`src/rtl/button_events_if.sv`:
```
// Event bus between the button event controller and its consumer: debounced
// press/release pulses in, one arbitrated valid/ready event stream out.
interface button_events_if #(
    parameter int BTNS = 4
) ();
    localparam int IW = $clog2(BTNS);

    logic [BTNS-1:0] btn_dn;
    logic [BTNS-1:0] btn_up;
    logic            ev_valid;
    logic            ev_ready;
    logic [IW-1:0]   ev_btn;
    logic [1:0]      ev_type;
    logic [BTNS-1:0] ovf;
    logic            ovf_clr;

    modport master (
        input  btn_dn,
        input  btn_up,
        input  ev_ready,
        input  ovf_clr,
        output ev_valid,
        output ev_btn,
        output ev_type,
        output ovf
    );

    modport slave (
        output btn_dn,
        output btn_up,
        output ev_ready,
        output ovf_clr,
        input  ev_valid,
        input  ev_btn,
        input  ev_type,
        input  ovf
    );
endinterface

```
`src/rtl/button_events.sv`:
```
// Auto-repeat button event controller: per-button FSM, one pending slot per
// button, round-robin arbitration onto a single registered valid/ready output.
module button_events #(
    parameter int BTNS          = 4,
    parameter int CNTW          = 24,
    parameter int REPEAT_DELAY  = 12_500_000,
    parameter int REPEAT_PERIOD = 2_500_000
) (
    input logic               clk,
    input logic               rst_n,
    button_events_if.master   bus
);
    localparam int IW = $clog2(BTNS);
    localparam logic [CNTW-1:0] DELAY_LAST  = CNTW'(REPEAT_DELAY - 1);
    localparam logic [CNTW-1:0] PERIOD_LAST = CNTW'(REPEAT_PERIOD - 1);

    typedef enum logic [1:0] {
        ST_IDLE,
        ST_DELAY,
        ST_REPEAT
    } state_t;

    typedef enum logic [1:0] {
        EV_PRESS   = 2'd0,
        EV_REPEAT  = 2'd1,
        EV_RELEASE = 2'd2
    } ev_t;

    state_t          state [BTNS];
    logic [CNTW-1:0] cnt   [BTNS];

    logic [BTNS-1:0] gen_v;
    ev_t             gen_t [BTNS];

    logic [BTNS-1:0] pend_v;
    ev_t             pend_t [BTNS];
    logic [BTNS-1:0] ovf_q;
    logic [BTNS-1:0] ovf_set;

    logic            ev_valid_q;
    logic [IW-1:0]   ev_btn_q;
    ev_t             ev_type_q;
    logic [IW-1:0]   ptr;

    logic            loadable;
    logic            grant_any;
    logic [IW-1:0]   grant_idx;
    logic [IW-1:0]   ptr_next;
    logic [BTNS-1:0] drain;
    int              j;

    // A release wins over everything, including a simultaneous press or terminal count.
    always_comb begin
        for (int i = 0; i < BTNS; i++) begin
            gen_v[i] = 1'b0;
            gen_t[i] = EV_PRESS;
            if (bus.btn_up[i]) begin
                if (state[i] != ST_IDLE) begin
                    gen_v[i] = 1'b1;
                    gen_t[i] = EV_RELEASE;
                end
            end else if (bus.btn_dn[i]) begin
                gen_v[i] = 1'b1;
                gen_t[i] = EV_PRESS;
            end else if (state[i] == ST_DELAY && cnt[i] == DELAY_LAST) begin
                gen_v[i] = 1'b1;
                gen_t[i] = EV_REPEAT;
            end else if (state[i] == ST_REPEAT && cnt[i] == PERIOD_LAST) begin
                gen_v[i] = 1'b1;
                gen_t[i] = EV_REPEAT;
            end
        end
    end

    always_ff @(posedge clk) begin
        if (!rst_n) begin
            for (int i = 0; i < BTNS; i++) begin
                state[i] <= ST_IDLE;
                cnt[i]   <= '0;
            end
        end else begin
            for (int i = 0; i < BTNS; i++) begin
                if (bus.btn_up[i]) begin
                    state[i] <= ST_IDLE;
                    cnt[i]   <= '0;
                end else if (bus.btn_dn[i]) begin
                    state[i] <= ST_DELAY;
                    cnt[i]   <= '0;
                end else begin
                    case (state[i])
                        ST_DELAY: begin
                            if (cnt[i] == DELAY_LAST) begin
                                state[i] <= ST_REPEAT;
                                cnt[i]   <= '0;
                            end else begin
                                cnt[i] <= cnt[i] + 1'b1;
                            end
                        end
                        ST_REPEAT: begin
                            if (cnt[i] == PERIOD_LAST) begin
                                cnt[i] <= '0;
                            end else begin
                                cnt[i] <= cnt[i] + 1'b1;
                            end
                        end
                        default: begin
                            state[i] <= ST_IDLE;
                            cnt[i]   <= '0;
                        end
                    endcase
                end
            end
        end
    end

    // Search starts at the round-robin pointer and wraps past the last button.
    always_comb begin
        grant_any = 1'b0;
        grant_idx = '0;
        j         = 0;
        for (int k = 0; k < BTNS; k++) begin
            j = int'(ptr) + k;
            if (j >= BTNS) begin
                j = j - BTNS;
            end
            if (!grant_any && pend_v[j]) begin
                grant_any = 1'b1;
                grant_idx = IW'(j);
            end
        end
    end

    always_comb begin
        loadable = !ev_valid_q || bus.ev_ready;
        drain    = '0;
        if (loadable && grant_any) begin
            drain[grant_idx] = 1'b1;
        end
        if (grant_idx == IW'(BTNS - 1)) begin
            ptr_next = '0;
        end else begin
            ptr_next = grant_idx + 1'b1;
        end
    end

    // Losing a queued PRESS or RELEASE is an overflow; losing a REPEAT is not.
    always_comb begin
        for (int i = 0; i < BTNS; i++) begin
            ovf_set[i] = gen_v[i] && (gen_t[i] != EV_REPEAT) && pend_v[i] &&
                         !drain[i] && (pend_t[i] != EV_REPEAT);
        end
    end

    always_ff @(posedge clk) begin
        if (!rst_n) begin
            pend_v <= '0;
            ovf_q  <= '0;
            for (int i = 0; i < BTNS; i++) begin
                pend_t[i] <= EV_PRESS;
            end
        end else begin
            ovf_q <= (ovf_q & ~{BTNS{bus.ovf_clr}}) | ovf_set;
            for (int i = 0; i < BTNS; i++) begin
                if (gen_v[i]) begin
                    if (!pend_v[i] || drain[i]) begin
                        pend_v[i] <= 1'b1;
                        pend_t[i] <= gen_t[i];
                    end else if (gen_t[i] != EV_REPEAT) begin
                        pend_t[i] <= gen_t[i];
                    end
                end else if (drain[i]) begin
                    pend_v[i] <= 1'b0;
                end
            end
        end
    end

    always_ff @(posedge clk) begin
        if (!rst_n) begin
            ev_valid_q <= 1'b0;
            ev_btn_q   <= '0;
            ev_type_q  <= EV_PRESS;
            ptr        <= '0;
        end else if (loadable) begin
            ev_valid_q <= grant_any;
            if (grant_any) begin
                ev_btn_q  <= grant_idx;
                ev_type_q <= pend_t[grant_idx];
                ptr       <= ptr_next;
            end
        end
    end

    assign bus.ev_valid = ev_valid_q;
    assign bus.ev_btn   = ev_btn_q;
    assign bus.ev_type  = ev_type_q;
    assign bus.ovf      = ovf_q;
endmodule

```
`src/flat_wrapper.sv`:
```
// flat-port wrapper written by rule: the top's interface ports become plain ports
module button_events_flat 
#(
    parameter int BTNS          = 4,
    parameter int CNTW          = 24,
    parameter int REPEAT_DELAY  = 12_500_000,
    parameter int REPEAT_PERIOD = 2_500_000
)
  (clk, rst_n, bus_btn_dn, bus_btn_up, bus_ev_ready, bus_ovf_clr, bus_ev_valid, bus_ev_btn, bus_ev_type, bus_ovf);
  button_events_if #(.BTNS(BTNS)) bus_i ();
  input logic clk;
  input logic rst_n;
  input wire logic [$bits(bus_i.btn_dn)-1:0] bus_btn_dn;
  input wire logic [$bits(bus_i.btn_up)-1:0] bus_btn_up;
  input wire logic [$bits(bus_i.ev_ready)-1:0] bus_ev_ready;
  input wire logic [$bits(bus_i.ovf_clr)-1:0] bus_ovf_clr;
  output wire logic [$bits(bus_i.ev_valid)-1:0] bus_ev_valid;
  output wire logic [$bits(bus_i.ev_btn)-1:0] bus_ev_btn;
  output wire logic [$bits(bus_i.ev_type)-1:0] bus_ev_type;
  output wire logic [$bits(bus_i.ovf)-1:0] bus_ovf;
  assign bus_i.btn_dn = bus_btn_dn;
  assign bus_i.btn_up = bus_btn_up;
  assign bus_i.ev_ready = bus_ev_ready;
  assign bus_i.ovf_clr = bus_ovf_clr;
  assign bus_ev_valid = bus_i.ev_valid;
  assign bus_ev_btn = bus_i.ev_btn;
  assign bus_ev_type = bus_i.ev_type;
  assign bus_ovf = bus_i.ovf;
  button_events #(.BTNS(BTNS), .CNTW(CNTW), .REPEAT_DELAY(REPEAT_DELAY), .REPEAT_PERIOD(REPEAT_PERIOD)) u_core (.clk(clk), .rst_n(rst_n), .bus(bus_i));
endmodule
```
`config.mk`:
```
export PLATFORM = sky130hd
export DESIGN_NAME = button_events_flat
export DESIGN_NICKNAME = d
export VERILOG_FILES = /design/src/rtl/button_events_if.sv /design/src/rtl/button_events.sv /design/src/flat_wrapper.sv
export SDC_FILE = /design/constraint.sdc
export NUM_CORES = 1
export LEC_CHECK = 0
export ABC_AREA = 1
export CELL_PAD_IN_SITES_DETAIL_PLACEMENT = 1
export CELL_PAD_IN_SITES_GLOBAL_PLACEMENT = 1
export CORE_MARGIN = 2
export CORE_UTILIZATION = 49
export CTS_BUF_LIST = sky130_fd_sc_hd__clkbuf_4
export DETAILED_ROUTE_END_ITERATION = 8
export HOLD_SLACK_MARGIN = 0.12
export PLACE_DENSITY_LB_ADDON = 0.1
export SLEW_MARGIN = 20
export SYNTH_ARGS = -nofsm -noshare
export SYNTH_HDL_FRONTEND = slang
export SYNTH_SLANG_ARGS = --single-unit
```
`constraint.sdc`:
```
create_clock -name clk -period 2.8 [get_ports clk]
set_clock_uncertainty 0.1 [all_clocks]
set_input_delay 0.56 -clock clk [delete_from_list [all_inputs] [get_ports clk]]
set_output_delay 0.56 -clock clk [all_outputs]
set_load 0.05 [all_outputs]
```
==> summary.txt, run 1 <==
Layout
  • Register area: 0.00366 mm²
  • Final instance area: roughly 0.0090 mm²
  • Syn-to-layout area delta: 9.47%
  • Nets: 1084
  • Fillers: ~2.1k
  • Share of cells above drive strength 1: 11.0%
  • Multi-input gate area: 0.00387 mm²
  • Final non-filler cell total: about 1.3k

Outcome
  • Status: complete, no violations

Yosys
  • Synth warn: 0
  • Number of synthesized flops with an enable pin: 112
  • Most common cell in the netlist: nor2_1
  • Synth async-reset ratio: 0%
  • Syn_nets: 1043
  • Post-synthesis register bit count: 127
  • Synth Instances: 1014
  • Post-synth top cells: nor2_1 (176), nand2_1 (165), inv_1 (144), edfxtp_1 (112), nand3_1 (62)
  • Main area contributors after synthesis: edfxtp_1 (41%), nor2_1 (8.1%), nand2_1 (7.6%)
  • Mapped Area: 0.00820 mm²
  • Syn Area/Cell: 8.09 µm²
  • Netlist cell types: between 40 and 50
  • Most used DFF post-synth: edfxtp_1
  • Sequential fraction of the synthesis area: 44.7%
  • Area leader, netlist: edfxtp_1
  • Yosys top cell area share: 41.0%

Place
  • GPL Wtd Cong: 0.838
  • Inst Count DP: 1256
  • DP HPWL: 15.1 mm
  • Number of port buffers: 20
  • Area after DPL: 0.00875 mm²

Drt
  • Remaining DRCs: 0
  • First-pass detailed-route iteration total: 4
  • Post-DRT Antenna Nets: 0
  • Vias per cell: 5.32
  • Vias: 6863
  • DR WL/cell: 15.2 µm
  • Drt total wl: 19.6 mm
  • Initial DRC count: 287

Worst setup path
  • CP Max Fanout: 2
  • Critical path class: flop to primary output
  • Setup crit end kind: primary output
  • Arrival time worst endpoint: around 1.8 ns
  • CP bufs+invs: 1
  • CP max stage cell: clkdlybuf4s50_1
  • Startpoint types: flop
  • Cell family with most CP delay: buffers and inverters
  • FF-to-FF End: u_core.pend_t[3][0]$_DFFE_PP_
  • Required time of the critical path: 2.14 ns
  • CP Depth: 1
  • Worst-case reg-to-reg path depth: 16
  • Worst flop-to-flop path startpoint: u_core.pend_v[3]$_SDFFE_PN0P_
  • Largest stage delay on the critical path: 0.83 ns
  • Critical path cell sequence: clkdlybuf4s50_1
  • R2r setup slk: 0.36 ns

Power
  • Overall Power: 4.89 mW
  • Static leakage: 3.38 nW
  • Worst vdd ir: about 300 µV
  • PwrDens: ~540 mW/mm²

CTS
  • Clock transition at the registers of the reported paths: about 0.11 ns
  • CTS Hold Buffers Added: 0
  • Clock Sinks: between 100 and 150
  • CTS tree: done
  • Root buf cell: clkbuf_4
  • Worst skew pair latency: 0.56 ns
  • CTS buffer count: 17
  • H-tree levels: 4
  • Setup Buffers After CTS: 0
  • Max Root-Sink Buffers: 2
  • PostCTS Resize Cnt: 0

STA
  • RSZ-0062 raised after global routing: no
  • Pins Over Slew Limit: 0
  • Final count of hold timing violations: 0
  • Final Critical Period: about 2.5 ns
  • Slew headroom: 62.8%
  • Setup violators final: 0
  • Worst-Margin Slew: ~0.56 ns
  • Setup_tns: 0 ns
  • Period utilisation layout: 87.9%
  • Max frequency: 406 MHz

Die
  • IO Count: 21
  • Die X: 133 µm
  • Core box area: 0.0165 mm²
  • Die H: 133 µm
  • Initial core utilization: roughly half
  • Row cnt: 47
  • Die Area: 0.0178 mm²

Hold path
  • Hold path depth: 2
  • HP Class: flop to flop
  • Hold Startpoint: u_core.bus.ovf[2]$_SDFF_PN0_
  • WHS Endpoint: u_core.bus.ovf[2]$_SDFF_PN0_

Global route
  • Tot GR Track Use: 23.3%
  • First-pass GRT wire length: 33.6 mm
  • Number of global-route vias before repair: 7176
  • Initial antenna violation count: 1
  • Overflow after GRT: 0
  • Largest net degree at the start of global routing: 25

Flow run
  • Total of max-cap violations: 0
layout make-up:
type / count / share of cell area [%]
antenna: 1 / 0.0279
tap: 220 / 3.07
clock inverter: 12 / 0.850
sequential: 127 / 40.8
clock buffer: 20 / 1.67
timing repair buffer: 36 / 4.12
inverter: 150 / 6.30
multi-input combinational: 723 / 43.2
through the flow:
stage | hold slack [ns] | setup slack, ns | utilization, %
after floorplan | 0.396 | 0.589 | -
after global placement | 0.361 | 0.298 | 53.1
after detailed placement | 0.366 | 0.145 | 53.1
after CTS | 0.381 | 0.250 | 54.5
after global routing | 0.397 | 0.110 | 54.5
final | 0.376 | 0.338 | 54.5
registers in the layout (all words and copies together) (netlist names):
signal	count
u_core.bus.ovf	4
u_core.cnt	96
u_core.pend_t	8
u_core.bus.ev_valid	1
u_core.bus.ev_type	2
u_core.pend_v	4
u_core.ptr	2
u_core.state	8
u_core.bus.ev_btn	2
how the worst max path moves through the flow:
stage                                      startpoint                         endpoint  slack [ns]
floorplan            u_core.state[1][0]$_SDFFCE_PP0P_   u_core.cnt[1][0]$_SDFFCE_PP0P_        0.59
global placement                                rst_n   u_core.cnt[1][2]$_SDFFCE_PP0P_        0.30
detailed placement                              rst_n  u_core.cnt[1][10]$_SDFFCE_PP0P_        0.14
CTS                        u_core.ptr[0]$_SDFFE_PN0P_    u_core.pend_t[3][0]$_DFFE_PP_        0.25
global route               u_core.ptr[1]$_SDFFE_PN0P_    u_core.pend_t[3][0]$_DFFE_PP_        0.11
finish              u_core.bus.ev_btn[0]$_SDFFE_PN0P_                    bus_ev_btn[0]        0.34
power by group:
group | switching (mW) | internal [mW] | total, mW
combinational | 0.947 | 0.459 | 1.41
clock | 0.679 | 0.442 | 1.12
sequential | 0.158 | 2.20 | 2.36
total | 1.78 | 3.10 | 4.89
cell usage in the layout, fill, tap and decap left out, types with 5 or more instances in the layout:
cell	n
clkinv_1	8
xor2_1	41
nor3_2	5
nand2_2	15
buf_4	12
a21oi_1	22
nand3_1	62
xnor2_1	9
edfxtp_1	112
or2_2	6
inv_1	144
nor4_1	15
nor3_1	55
nand4_1	40
clkdlybuf4s50_1	20
clkbuf_4	20
o21ai_0	21
nor2_1	176
nor2_2	15
nor2_4	6
nor3b_1	5
nand3_2	12
nand2_1	165
o21ai_1	5
dfxtp_1	14
ha_1	17
per-layer routing:
metal  track usage [%]  vias up  part of all wire (%)
li1                  -     3456                     -
met1              28.7     3324                    45
met2              41.5       57                    51
met3              3.77       26                   2.0
met4              7.74        0                   1.6
met5                 0        -                     0
cell families (layout without fill, tap and decap cells):
group	after synthesis	after routing	synth area share, %
and+or+nand+nor	589	589	34.5
other	0	1	0
AOI/OAI and AO/OA	67	67	4.70
DFF	127	127	44.7
adders and majority gates	17	17	2.59
xor gates and xnor gates	50	50	5.34
buffers and inverters	164	218	8.18
(Power assumes the default switching activity.)
==> run 2, diff against run 1 <==
- CORE_MARGIN: 2 -> unset
- CORE_UTILIZATION: 49 -> 35
- CTS_CLUSTER_SIZE: unset -> 8
==> run 2 against run 1 <==
  * Global-route usage is 5.0 points lower
  * Sequential cell count stayed put
  * Sequential share of layout area is 0.93 points lower
  * Non-clock buffer count is 2 higher
  * Register-to-register slack better by 0.02 ns
  * Power is 6.2% higher
  * Wire length is 4.0% higher
  * Critical path depth stayed put
  * Via count is 1.7% lower
  * Die area is 35% higher
  * Count of clock-buffer cells in the layout is 2 lower
  * Hold slack better by 0.011 ns
  * Largest cell class unchanged
  * Highest routed layer unchanged
==> summary.txt, run 2 (same netlist as run 1, synthesis figures left out) <==
Place
  • Number of port buffers: 20 (unchanged)
  • DP HPWL: 15.5 mm (was 15.1 mm)
  • Setup Slack @ Placement: 0.175 ns (was 0.145 ns)
  • GPL Wtd Cong: 0.800 (was 0.838)

STA
  • Setup_tns: 0 ns (unchanged)
  • Final count of hold timing violations: 0 (unchanged)
  • Final worst slack: 0.362 ns (was 0.338 ns)
  • Final Critical Period: 2.44 ns (was 2.46 ns)
  • Pins Over Slew Limit: 0 (unchanged)
  • Slew headroom: 62.6% (was 62.8%)
  • Hold Worst Slack: 0.387 ns (was 0.376 ns)
  • Worst-Margin Slew: 0.555 ns (was 0.556 ns)
  • Max frequency: 410 MHz (was 406 MHz)
  • RSZ-0062 raised after global routing: no (unchanged)
  • Setup violators final: 0 (unchanged)
  • Period utilisation layout: 87.1% (was 87.9%)

Die
  • Row cnt: 55 (was 47)
  • Die X: 155 µm (was 133 µm)
  • Initial core utilization: 36.0% (was 49.8%)
  • IO Count: 21 (unchanged)
  • Die Area: 0.0241 mm² (was 0.0178 mm²)
  • Core box area: 0.0228 mm² (was 0.0165 mm²)
  • Die H: 155 µm (was 133 µm)

Drt
  • Initial DRC count: 295 (was 287)
  • Vias: 6748 (was 6863)
  • Drt total wl: 20.4 mm (was 19.6 mm)
  • Remaining DRCs: 0 (unchanged)
  • First-pass detailed-route iteration total: 4 (unchanged)
  • DR WL/cell: 14.7 µm (was 15.2 µm)
  • Post-DRT Antenna Nets: 0 (unchanged)
  • Vias per cell: 4.88 (was 5.32)

Hold path
  • HP Class: flop to flop (unchanged)

Worst setup path
  • Largest stage delay on the critical path: 0.83 ns (about the same)
  • Critical path class: flop to primary output (unchanged)
  • CP Max Fanout: 2 (unchanged)
  • Startpoint types: flop (unchanged)
  • CP max stage cell: clkdlybuf4s50_1 (unchanged)
  • Cell family with most CP delay: buffers and inverters (unchanged)
  • Required time of the critical path: 2.14 ns (about the same)
  • CP bufs+invs: 1 (unchanged)
  • Arrival time worst endpoint: 1.78 ns (was 1.80 ns)
  • Critical path cell sequence: clkdlybuf4s50_1 (unchanged)
  • Setup crit end kind: primary output (unchanged)

Layout
  • Commonest non-fill, non-tap cell in the layout: nor2_1 (unchanged)
  • Fillers: 2775 (was 2080)
  • Multi-input gate area: 0.00387 mm² (unchanged)
  • Biggest register: u_core.cnt (unchanged)
  • Share of cells above drive strength 1: 11.5% (was 11.0%)
  • Nets: 1086 (was 1084)
  • Leading cell types in the layout, fill and taps excluded: nor2_1 (176), nand2_1 (165), inv_1 (144), edfxtp_1 (112), nand3_1 (62) (unchanged)
  • Largest register FFs: 96 (unchanged)
  • Syn-to-layout area delta: 12.0% (was 9.47%)
  • Top Registers: u_core.cnt x96, u_core.pend_t x8, u_core.state x8 (unchanged)
  • Register area: 0.00366 mm² (about the same)

Power
  • Clock share of power: 26.9% (was 22.9%)
  • Seq pwr share: 45.3% (was 48.3%)
  • PwrDens: 565 mW/mm² (was 544 mW/mm²)
  • Overall Power: 5.19 mW (was 4.89 mW)
  • Psw: 1.87 mW (was 1.78 mW)
  • P_int: 3.31 mW (was 3.10 mW)
  • Part of the power in combinational logic: 27.8% (was 28.8%)
  • Worst vdd ir: 265 µV (was 293 µV)
  • Switching Share: 36.1% (was 36.5%)
  • Static leakage: 3.42 nW (was 3.38 nW)

Outcome
  • Status: complete, no violations (unchanged)

CTS
  • Max Root-Sink Buffers: 2 (unchanged)
  • CTS Hold Buffers Added: 0 (unchanged)
  • Clock transition at the registers of the reported paths: 0.12 ns (was 0.11 ns)
  • CTS tree: done (unchanged)
  • Clock Sinks: 127 (unchanged)
  • Root buf cell: clkbuf_4 (unchanged)
  • Setup Buffers After CTS: 0 (unchanged)
  • PostCTS Resize Cnt: 0 (unchanged)
  • Worst skew pair latency: 0.55 ns (was 0.56 ns)
  • H-tree levels: 4 (unchanged)
  • CTS buffer count: 17 (unchanged)

Global route
  • Largest net degree at the start of global routing: 25 (unchanged)
  • Overflow after GRT: 0 (unchanged)
  • Tot GR Track Use: 18.3% (was 23.3%)
  • First-pass GRT wire length: 35.2 mm (was 33.6 mm)
  • Number of global-route vias before repair: 7083 (was 7176)
  • Initial antenna violation count: 1 (unchanged)

Flow run
  • Total of max-cap violations: 0 (unchanged)
## run 2: cell types whose count changed in the layout (fill, tap and decap cells not counted), sizes merged
cell and change:
bufinv +2, inv +2, clkinvlp +2, clkinv -4, clkbuf -2, buf +2
## run 2: final timing paths
path	end	start	cells past startpoint	slack [ns]
min reg2reg	u_core.bus.ovf[1]$_SDFF_PN0_	u_core.bus.ovf[1]$_SDFF_PN0_	2	0.39
max reg2reg	u_core.pend_t[1][1]$_SDFFCE_PN0P_	u_core.cnt[1][0]$_SDFFCE_PP0P_	11	0.38
max	bus_ovf[0]	u_core.bus.ovf[0]$_SDFF_PN0_	1	0.36
min	u_core.bus.ovf[1]$_SDFF_PN0_	u_core.bus.ovf[1]$_SDFF_PN0_	2	0.39
## run 2: final cells by class
| type | count | area share [%] |
|---|---|---|
| Antenna cell | 1 | 0.0272 |
| Timing Repair Buffer | 38 | 4.20 |
| Sequential cell | 127 | 39.9 |
| Tap cell | 313 | 4.26 |
| Clock inverter | 14 | 1.81 |
| Multi-Input combinational cell | 723 | 42.2 |
| Inverter | 150 | 6.16 |
| Clock buffer | 18 | 1.47 |
## run 2: power by group through the flow
stage	Combinational, mW	Sequential, mW	Clock [mW]
2_1_floorplan	0.983	2.45	0
5_1_grt	1.64	2.38	1.52
6_report	1.44	2.35	1.39
4_1_cts	1.47	2.35	1.46
3_5_place_dp	1.46	2.39	0
3_3_place_gp	1.45	2.39	0
## run 2: per-layer routing
layer  share of wire, %  track usage, %  up-vias  routed length [µm]
met2                 46            30.1       50                9340
met3                2.1            3.31       12                 421
met5                  0               0        -                   0
met4               0.83            4.43        0                 170
met1                 51            24.7     3216               10500
li1                   -               -     3470                   -
## run 2: metrics by stage
| stage | area, µm² | std cells | util [%] |
|---|---|---|---|
| detailed placement | 8880 | 1351 | 39.0 |
| finish | 9190 | 1384 | 40.3 |
| floorplan | 8200 | 1014 | - |
| CTS | 9180 | 1383 | 40.3 |
| global placement | 8880 | 1351 | 39.0 |
| global route | 9190 | 1384 | 40.3 |
==> run 3, diff against run 2 <==
- CORE_UTILIZATION: 35 -> 49
==> run 3 against run 2 <==
  * Non-clock buffer count decreased by 5
  * Global-route usage grew 5.5 points
  * Register-to-register slack got worse by 0.05 ns
  * Via count is 0.98% higher
  * Die area is 28% lower
  * Combinational power barely moved
  * Count of clock-buffer cells in the layout grew 1
  * Cell area is 1.7% lower
  * Clock power shrank 4%
  * First-iteration DRC count grew 31%
  * Critical path depth is 15 higher
  * Largest power group unchanged
  * Highest routed layer unchanged
==> summary.txt, run 3 (same netlist as run 1, synthesis figures left out) <==
Outcome
  • Status: complete, no violations (unchanged)

Power
  • Static leakage: 3.39 nW (was 3.42 nW)
  • Part of the power in combinational logic: 27.9% (was 27.8%)
  • P_int: 3.29 mW (was 3.31 mW)
  • PwrDens: 566 mW/mm² (was 565 mW/mm²)
  • Seq pwr share: 46.1% (was 45.3%)
  • Clock share of power: 26.0% (was 26.9%)
  • Psw: 1.83 mW (was 1.87 mW)
  • Worst vdd ir: 391 µV (was 265 µV)
  • Switching Share: 35.7% (was 36.1%)

STA
  • Setup_tns: 0 ns (unchanged)
  • Pins Over Slew Limit: 0 (unchanged)
  • Final count of hold timing violations: 0 (unchanged)
  • Setup violators final: 0 (unchanged)
  • Worst-Margin Slew: 0.501 ns (was 0.555 ns)
  • Period utilisation layout: 88.2% (was 87.1%)
  • Max frequency: 405 MHz (was 410 MHz)
  • RSZ-0062 raised after global routing: no (unchanged)
  • Final Critical Period: 2.47 ns (was 2.44 ns)
  • Slew headroom: 66.5% (was 62.6%)

Global route
  • First-pass GRT wire length: 33.0 mm (was 35.2 mm)
  • Overflow after GRT: 0 (unchanged)
  • Largest net degree at the start of global routing: 25 (unchanged)
  • Number of global-route vias before repair: 7099 (was 7083)
  • Tot GR Track Use: 23.8% (was 18.3%)
  • Initial antenna violation count: 1 (unchanged)

Die
  • Core box area: 0.0161 mm² (was 0.0228 mm²)
  • Die H: 131 µm (was 155 µm)
  • Initial core utilization: 50.9% (was 36.0%)
  • Die X: 131 µm (was 155 µm)
  • Row cnt: 46 (was 55)
  • IO Count: 21 (unchanged)
  • Die Area: 0.0173 mm² (was 0.0241 mm²)

Layout
  • Commonest non-fill, non-tap cell in the layout: nor2_1 (unchanged)
  • Top Registers: u_core.cnt x96, u_core.pend_t x8, u_core.state x8 (unchanged)
  • Syn-to-layout area delta: 10.0% (was 12.0%)
  • Share of cells above drive strength 1: 11.2% (was 11.5%)
  • Final core occ: 56.0% (was 40.3%)
  • Largest register FFs: 96 (unchanged)
  • Biggest register: u_core.cnt (unchanged)
  • Fillers: 2014 (was 2775)
  • Nets: 1081 (was 1086)
  • Leading cell types in the layout, fill and taps excluded: nor2_1 (176), nand2_1 (165), inv_1 (144), edfxtp_1 (112), nand3_1 (62) (unchanged)

CTS
  • H-tree levels: 4 (unchanged)
  • Setup Buffers After CTS: 0 (unchanged)
  • Root buf cell: clkbuf_4 (unchanged)
  • Worst skew pair latency: 0.57 ns (was 0.55 ns)
  • CTS tree: done (unchanged)
  • Clock Sinks: 127 (unchanged)
  • PostCTS Resize Cnt: 0 (unchanged)
  • CTS buffer count: 17 (unchanged)
  • Clock transition at the registers of the reported paths: 0.11 ns (was 0.12 ns)
  • Max Root-Sink Buffers: 2 (unchanged)
  • CTS Hold Buffers Added: 0 (unchanged)

Worst setup path
  • CP Max Fanout: 9 (was 2)
  • Largest stage delay on the critical path: 0.52 ns (was 0.83 ns)
  • Critical path cell sequence: inv_2 -> nand2_1 -> nand3_1 -> nand2_2 -> nor2_1 -> nor2_1 -> nand2_2 -> nand2_4 -> inv_1 -> ha_1 -> nand2_4 -> nand2_4 -> nand2_2 -> nand2_1 -> nand2_1 -> nor2_1 (was clkdlybuf4s50_1)
  • Required time of the critical path: 3.03 ns (was 2.14 ns)
  • Critical path class: flop to flop (was flop to primary output)
  • Arrival time worst endpoint: 2.70 ns (was 1.78 ns)
  • Startpoint types: flop (unchanged)
  • Setup crit end kind: flop (was primary output)
  • CP max stage cell: dfxtp_1 (was clkdlybuf4s50_1)

Drt
  • DR WL/cell: 15.1 µm (was 14.7 µm)
  • Drt total wl: 19.3 mm (was 20.4 mm)
  • Remaining DRCs: 0 (unchanged)
  • Initial DRC count: 386 (was 295)
  • First-pass detailed-route iteration total: 4 (unchanged)
  • Post-DRT Antenna Nets: 0 (unchanged)
  • Vias: 6814 (was 6748)
  • Vias per cell: 5.32 (was 4.88)

Place
  • Number of port buffers: 20 (unchanged)
  • DP HPWL: 14.8 mm (was 15.5 mm)
  • GPL Wtd Cong: 0.863 (was 0.800)

Hold path
  • HP Class: flop to flop (unchanged)

Flow run
  • Total of max-cap violations: 0 (unchanged)
==> run 3: changes by cell type in the layout (fill, tap and decap cells not counted) <==
cell / change
clkinv_4: -3
buf_12: +1
buf_4: -6
clkinv_2: +4
clkinv_1: -1
clkinvlp_4: +1
inv_6: -2
clkbuf_4: +1
==> run 3: layout make-up <==
type                    count  area (µm²)  share of cell area, %
clock buffers              19         143                   1.58
diodes                      1        2.50                 0.0277
flip-flops and latches    127        3660                   40.6
clock inverters            13         146                   1.62
inverters                 150         566                   6.27
multi-input cells         723        3870                   42.9
repair buffers             33         360                   3.99
well taps                 216         270                   2.99
==> run 3: worst paths after layout <==
path                                                 endpoint                          from  cells past startpoint  slack (ns)
worst max register to register  u_core.pend_t[3][0]$_DFFE_PP_    u_core.ptr[0]$_SDFFE_PN0P_                     16        0.33
worst max-delay path            u_core.pend_t[3][0]$_DFFE_PP_    u_core.ptr[0]$_SDFFE_PN0P_                     16        0.33
worst min-delay path             u_core.bus.ovf[3]$_SDFF_PN0_  u_core.bus.ovf[3]$_SDFF_PN0_                      2        0.39
worst min register to register   u_core.bus.ovf[3]$_SDFF_PN0_  u_core.bus.ovf[3]$_SDFF_PN0_                      2        0.39
==> run 3: layer usage <==
layer / track usage (%) / vias up / part of all wire (%)
li1: - / 3461 / -
met1: 29.9 / 3271 / 47
met2: 41.5 / 59 / 49
met3: 4.13 / 23 / 2.0
met4: 7.49 / 0 / 1.4
met5: 0 / - / 0
==> run 3: metrics by stage <==
stage	area, µm²	setup WS, ns	instances	hold slack [ns]	power, mW
floorplan	8200	0.589	1014	0.396	3.43
global placement	8730	0.303	1249	0.358	3.78
detailed placement	8730	0.225	1249	0.373	3.82
CTS	9020	0.328	1281	0.390	5.15
global route	9030	0.100	1282	0.407	5.39
finish	9030	0.331	1282	0.385	5.11
==> run 3: critical path: cells and delay by family, from the launching register on <==
kind | cells | cell delay (ns)
adders and majority gates | 1 | 0.23
buffers and inverters | 2 | 0.21
and+or+nand+nor | 13 | 1.16
DFF | 1 | 0.52
==> run 3: power groups by stage <==
stage          sequential [mW]  clock [mW]  combinational, mW
2_1_floorplan             2.45           0              0.983
3_3_place_gp              2.39           0               1.38
3_5_place_dp              2.40           0               1.42
4_1_cts                   2.35        1.37               1.43
5_1_grt                   2.38        1.43               1.59
6_report                  2.35        1.33               1.43
